[config.mk]
export PLATFORM = sky130hd
export DESIGN_NAME = mult_accumulator
export DESIGN_NICKNAME = d
export VERILOG_FILES = /design/src/rtl/mult_accumulator.sv
export SDC_FILE = /design/constraint.sdc
export NUM_CORES = 1
export LEC_CHECK = 0
export CAP_MARGIN = 5
export CORE_MARGIN = 5
export CORE_UTILIZATION = 43
export CTS_CLUSTER_DIAMETER = 100
export DETAILED_ROUTE_END_ITERATION = 10
export PLACE_DENSITY = 0.84
export SLEW_MARGIN = 20
export SYNTH_ARGS = -nofsm -noshare
export SYNTH_HDL_FRONTEND = slang
export SYNTH_SLANG_ARGS = --single-unit
[constraint.sdc]
create_clock -name clk -period 5 [get_ports clk]
set_input_delay 1 -clock clk [delete_from_list [all_inputs] [get_ports clk]]
set_output_delay 1 -clock clk [all_outputs]
set_load 0.02 [all_outputs]
[src/rtl/mult_accumulator.sv]
// Accumulates N_TERMS unsigned products into one result and returns it over a valid/ready handshake.
// Optional build macro: MULT_ACC_SAT_EN (saturating accumulate instead of wrapping).
module mult_accumulator #(
   parameter int unsigned WIDTH     = 4,
   parameter int unsigned ACC_WIDTH = 16,
   parameter int unsigned N_TERMS   = 4
) (
   input  logic                   clk,
   input  logic                   rst_n,
   input  logic                   clear,
   input  logic                   in_valid,
   output logic                   in_ready,
   input  logic [2*WIDTH-1:0]     product,
   output logic                   out_valid,
   input  logic                   out_ready,
   output logic [ACC_WIDTH-1:0]   result,
   output logic                   overflow
);

   localparam int unsigned       CNT_W = (N_TERMS > 1) ? $clog2(N_TERMS) : 1;
   localparam logic [CNT_W-1:0]  LAST  = CNT_W'(N_TERMS - 1);

   typedef enum logic {
      ACCUM,
      HOLD
   } state_e;

   state_e                state_q, state_d;
   logic [ACC_WIDTH-1:0]  acc_q, acc_d;
   logic [CNT_W-1:0]      cnt_q, cnt_d;
   logic                  ovf_q, ovf_d;
   logic [ACC_WIDTH:0]    sum;

   // One extra bit so the carry-out is the overflow flag.
   assign sum = {1'b0, acc_q} + (ACC_WIDTH+1)'(product);

   always_comb begin
      state_d = state_q;
      acc_d   = acc_q;
      cnt_d   = cnt_q;
      ovf_d   = ovf_q;
      if (clear) begin
         state_d = ACCUM;
         acc_d   = '0;
         cnt_d   = '0;
         ovf_d   = 1'b0;
      end else begin
         case (state_q)
            ACCUM: begin
               if (in_valid) begin
`ifdef MULT_ACC_SAT_EN
                  acc_d = sum[ACC_WIDTH] ? '1 : sum[ACC_WIDTH-1:0];
`else
                  acc_d = sum[ACC_WIDTH-1:0];
`endif
                  ovf_d = ovf_q | sum[ACC_WIDTH];
                  if (cnt_q == LAST) begin
                     cnt_d   = '0;
                     state_d = HOLD;
                  end else begin
                     cnt_d = cnt_q + CNT_W'(1);
                  end
               end
            end
            HOLD: begin
               if (out_ready) begin
                  acc_d   = '0;
                  ovf_d   = 1'b0;
                  state_d = ACCUM;
               end
            end
            default: state_d = ACCUM;
         endcase
      end
   end

   always_ff @(posedge clk or negedge rst_n) begin
      if (!rst_n) begin
         state_q <= ACCUM;
         acc_q   <= '0;
         cnt_q   <= '0;
         ovf_q   <= 1'b0;
      end else begin
         state_q <= state_d;
         acc_q   <= acc_d;
         cnt_q   <= cnt_d;
         ovf_q   <= ovf_d;
      end
   end

   assign in_ready  = (state_q == ACCUM);
   assign out_valid = (state_q == HOLD);
   assign result    = acc_q;
   assign overflow  = ovf_q;

endmodule

# After elaboration in Yosys (flattened, before gate mapping)
# Index checks and enable logic that the tools add are counted.
# Widths: inputs -> output; s select.
# op_classes
add_sub_neg,2
n_eq_ne,4
muxes,17
bitwise_logic,2
n_reduce_logical,3
# ops
operator,count
$mux 16,3
$pmux 16 s2,1
$add 16x8->17,1
$mux 2,4
$mux 1,7
$ne 3x3->1 const B,2
$pmux 1 s2,2
$reduce_and 2->1,2
$add 2x1->2 const B,1
$eq 2x2->1 const B,1
$ne 2x2->1 const B,1
$reduce_bool 2->1,1
$not 1->1,1
$or 1x1->1,1
# totals
register_bits,20
inputBits,13
out_inout_bits,19
word_cells,32

# Depth between registers and ports, before layout
# logic_depth
word_depth,5
depth_mapped,8
ltp_nobuf,8

# Worst setup path after synthesis
# No wires, ideal clock.
# synth_timing
kind,input-to-reg
start,input product[0]
end,register acc_q[14] (netlist: result[14])
setup_ps,77
arrival_time_ps,2545
required_time_ps,4923
path_slack_ps,2378
cell_stages,8
n_path_buf,0
cell_sequence,ha_1 inv_1 fa_1 nand2b_1 a21oi_1 o21ai_1 or3_1 a21oi_1
# synth_via
elab_chain_len,4
# synth_rtl
element,line,text
start: declaration,13,"input logic [2*WIDTH-1:0] product,"
$add 16x8->17,35,"assign sum = {1'b0, acc_q} + (ACC_WIDTH+1)'(product);"
$mux 16,50,if (in_valid) begin
$pmux 16 s2,48,case (state_q)
$mux 16,42,if (clear) begin
end signal: assignment,80,acc_q <= '0;
end signal: assignment,85,acc_q <= acc_d;
end: declaration,29,"logic [ACC_WIDTH-1:0] acc_q, acc_d;"
# No other way between the ends. The select of a mux whose other input is x is not followed.
# A chain may end at the register's enable or synchronous reset.

# Final worst setup path
# Same ends and word-level chain as after synthesis.

==> results by group <==
Outcome
  – Outcome: complete, no violations

Place
  – Post-DP HPWL: 2366 um
  – Placed Cells: 201
  – Worst slack at placement: 1676 ps
  – Port Buffers: 31
  – Placer Congestion: 0.8386

Clock network
  – Clock-pin slew on the worst setup and hold paths: 110 ps
  – H-tree Lvls: 1
  – Post-CTS Setup Repair Bufs: 0
  – Gates resized, CTS repair: 0
  – Clock buffer depth: 2
  – Number of buffers created by CTS: 3
  – Cts-stage hold buffer count: 0
  – Clock insertion delay at the later pin of the skew report: 310 ps
  – CTS root buf: clkbuf_4
  – CTS tree: built
  – Clock Sinks: 20

Logic synthesis
  – Cell Area, Synth: 1252 um2
  – Adder-cell share of the synthesized area: 0.1059
  – Largest family of logic cells by synthesized area: compound AO/OA/AOI/OAI gates
  – Yosys cell types: 33
  – Asr flop ratio synth: 1.000
  – Sequential area share after synthesis: 0.3996
  – Simple-gate share of the synthesized area: 0.1968
  – Xor and xnor fraction of the mapped netlist area: 0.04196
  – Mux share of post-synthesis cell area: 0.007992
  – Syn nets: 163
  – Yosys warnings: 0
  – Ys flop type: dfrtp_1
  – Syn avg cell area: 8.946 um2
  – Synth Area in Compound Gates: 0.2288
  – Flops & latches, synth: 20
  – Synth Instances: 140
  – Post-synth EDFFs: 0

Pwr
  – Worst IR Drop VDD: about 0.30 mV
  – Pwr Density: 270.1 nW/um2
  – Static Leak: 0.6940 nW

Detailed routing
  – Remaining DRCs: 0
  – Via count: between 1000 and 1500
  – Detailed Route WL: 3048 um
  – Metal-1 WL: ~1300 um
  – Routed length on met3: 215 um
  – Drt first-iter violations: 26
  – Highest metal layer with signal wires: met4
  – Vias per cell: 5.776
  – Routed length per placed instance: around 15 um
  – Antenna Nets Post-Route: 0
  – Drt pass-1 iters: 4
  – Metal2 WL: 1553 um

Global routing
  – Vias in the first global route: between 1000 and 1500
  – Initial antenna violation count: 0
  – Tot GR Track Use: 0.1563
  – Total congestion overflow: 0
  – Largest net degree at the start of global routing: 21
  – First-pass GRT wire length: between 5000 and 6000 um

Min path
  – Hold/Removal Path Class: reg -> reg
  – Hold path start: overflow
  – Hold endpoint: overflow
  – Worst hold path depth: 1

Final layout
  – Post-layout util: 0.5870
  – Layout cells sized above 1: 0.04598
  – Syn-to-layout area delta: 30.37%
  – Nets: between 150 and 200
  – Fillcell total: 244
  – Diodes inserted: 0
  – Layout Cells excl Fill: 205

STA
  – Final Hold Vio Count: 0
  – Post-route setup slack: 1972 ps
  – Slew Limit Fails: 0
  – TNS Setup: 0 ps
  – Final setup violation count: 0
  – Tmin final: 3028 ps
  – RSZ-0062 raised after global routing: false
  – Max Clk Rate: approximately 330 MHz
  – Hold WS: ~500 ps
  – Slew headroom: 0.4017
  – Worst-Margin Slew: 894.6 ps
  – Period utilisation layout: 0.6055
  – Worst Skew: just under 4 ps

Setup path
  – CP Max Fanout: 5
  – CP arrival: roughly 3300 ps
  – Startpoint Class: primary input
  – R2R Path End: result[14]
  – Cell count of the worst reg-to-reg path: 8
  – WP buf/inv: 2
  – CP top delay family: compound AO/OA/AOI/OAI gates
  – CP cell instances: clkdlybuf4s50_1 -> ha_1 -> inv_1 -> fa_1 -> nand2b_1 -> a21oi_1 -> o21ai_1 -> or3_1 -> a21oi_1
  – WS Path Type: in -> reg
  – FF-to-FF setup slack: 2720 ps
  – Worst path slowest cell: clkdlybuf4s50_1
  – Worst Setup SP: product[0]
  – Critical Path Most Common Cell: a21oi_1
  – Max stage delay on crit path: roughly 460 ps
  – CP Capture Type: flip-flop
  – R2r startpoint: result[0]
  – Required time of the critical path: between 5000 and 6000 ps

Job
  – Max-Cap Viols: 0

Floorplanning
  – CORE AREA: 2781 um2
  – Io pins: 32
  – Die height: roughly 64 um
  – Initial core utilization: 0.4503
  – Rows: 19
  – Die ar.: 4092 um2
  – Chip width: 63.97 um
cell usage after synthesis, types with 2 or more instances:
cell type	number	area share
nor2_1	10	0.030
xor2_1	4	0.028
inv_1	5	0.015
xnor2_1	2	0.014
a21oi_1	16	0.064
o21ai_0	12	0.048
ha_1	9	0.090
or3_1	5	0.025
o211ai_1	4	0.024
nand2_1	19	0.057
dfrtp_1	20	0.40
nand3_1	3	0.012
a21o_1	3	0.018
or4_1	2	0.012
a31oi_1	2	0.010
nand4_1	3	0.015
nand2b_1	5	0.025
placed cells by master, fill, tap and decap left out, types with 2 or more instances in the layout:
cell | Yosys | final
or3_1 | 5 | 5
a21o_1 | 3 | 3
inv_1 | 5 | 5
nand2_1 | 19 | 19
or4_1 | 2 | 2
nand4_1 | 3 | 3
clkbuf_4 | 0 | 3
nand3_1 | 3 | 3
ha_1 | 9 | 9
o21ai_0 | 12 | 12
o211ai_1 | 4 | 4
nor2_1 | 10 | 10
a21oi_1 | 16 | 16
xnor2_1 | 2 | 2
a31oi_1 | 2 | 2
nand2b_1 | 5 | 5
clkdlybuf4s50_1 | 0 | 31
dfrtp_1 | 20 | 20
xor2_1 | 4 | 4
worst max-delay path by stage:
stage                  to  slack (ps)  cells after the start
2_1_floorplan  result[14]        2380                      8
3_3_place_gp   result[14]        1800                      9
3_5_place_dp   result[14]        1680                      9
4_1_cts        result[14]        1990                      9
5_1_grt        result[14]        1900                      9
6_report       result[14]        1970                      9
sequential cells by signal, indices dropped and copies added, names as in the netlist:
signal and cells:
cnt_q 2, out_valid 1, overflow 1, result 16
area by class of cell:
type	instances	area, um2	share of cell area
clock buffers	4	36.28	0.02222
well taps	31	38.79	0.02375
flip-flops and latches	20	500.5	0.3065
repair buffers	31	310.3	0.1900
inverters	5	18.77	0.01149
multi-input cells	114	728.2	0.4460
worst register-to-register path: cells and delay by family, from the launching register on:
kind,cells,cell delay (ps)
AOI/OAI and AO/OA,3,610
adders and majority gates,2,580
buffers and inverters,1,60
DFF,1,390
and+or+nand+nor,2,560
routing by layer:
metal	up-vias	GRT usage
met5	-	0
met3	4	0.04904
met2	44	0.2789
li1	575	-
met4	0	0.05974
met1	561	0.1711
stage by stage:
| step | instance area (um2) | power (mW) |
|---|---|---|
| 2_1_floorplan | 1252 | 0.2880 |
| 3_3_place_gp | 1597 | 0.3416 |
| 3_5_place_dp | 1597 | 0.3455 |
| 4_1_cts | 1633 | 0.4439 |
| 5_1_grt | 1633 | 0.4707 |
| 6_report | 1633 | 0.4411 |
logic make-up after synthesis:
logic type,after synthesis
DFF,20
and+or+nand+nor,51
AOI/OAI and AO/OA,46
xor gates and xnor gates,6
adders and majority gates,10
muxes,1
buffers and inverters,6
power by group:
part	internal, mW	leakage (nW)	switching [mW]
clock network	0.0445	0.0210	0.0516
registers	0.174	0.272	0.0113
logic	0.0708	0.401	0.0885
Note: power is estimated with default switching activity, not from simulation.
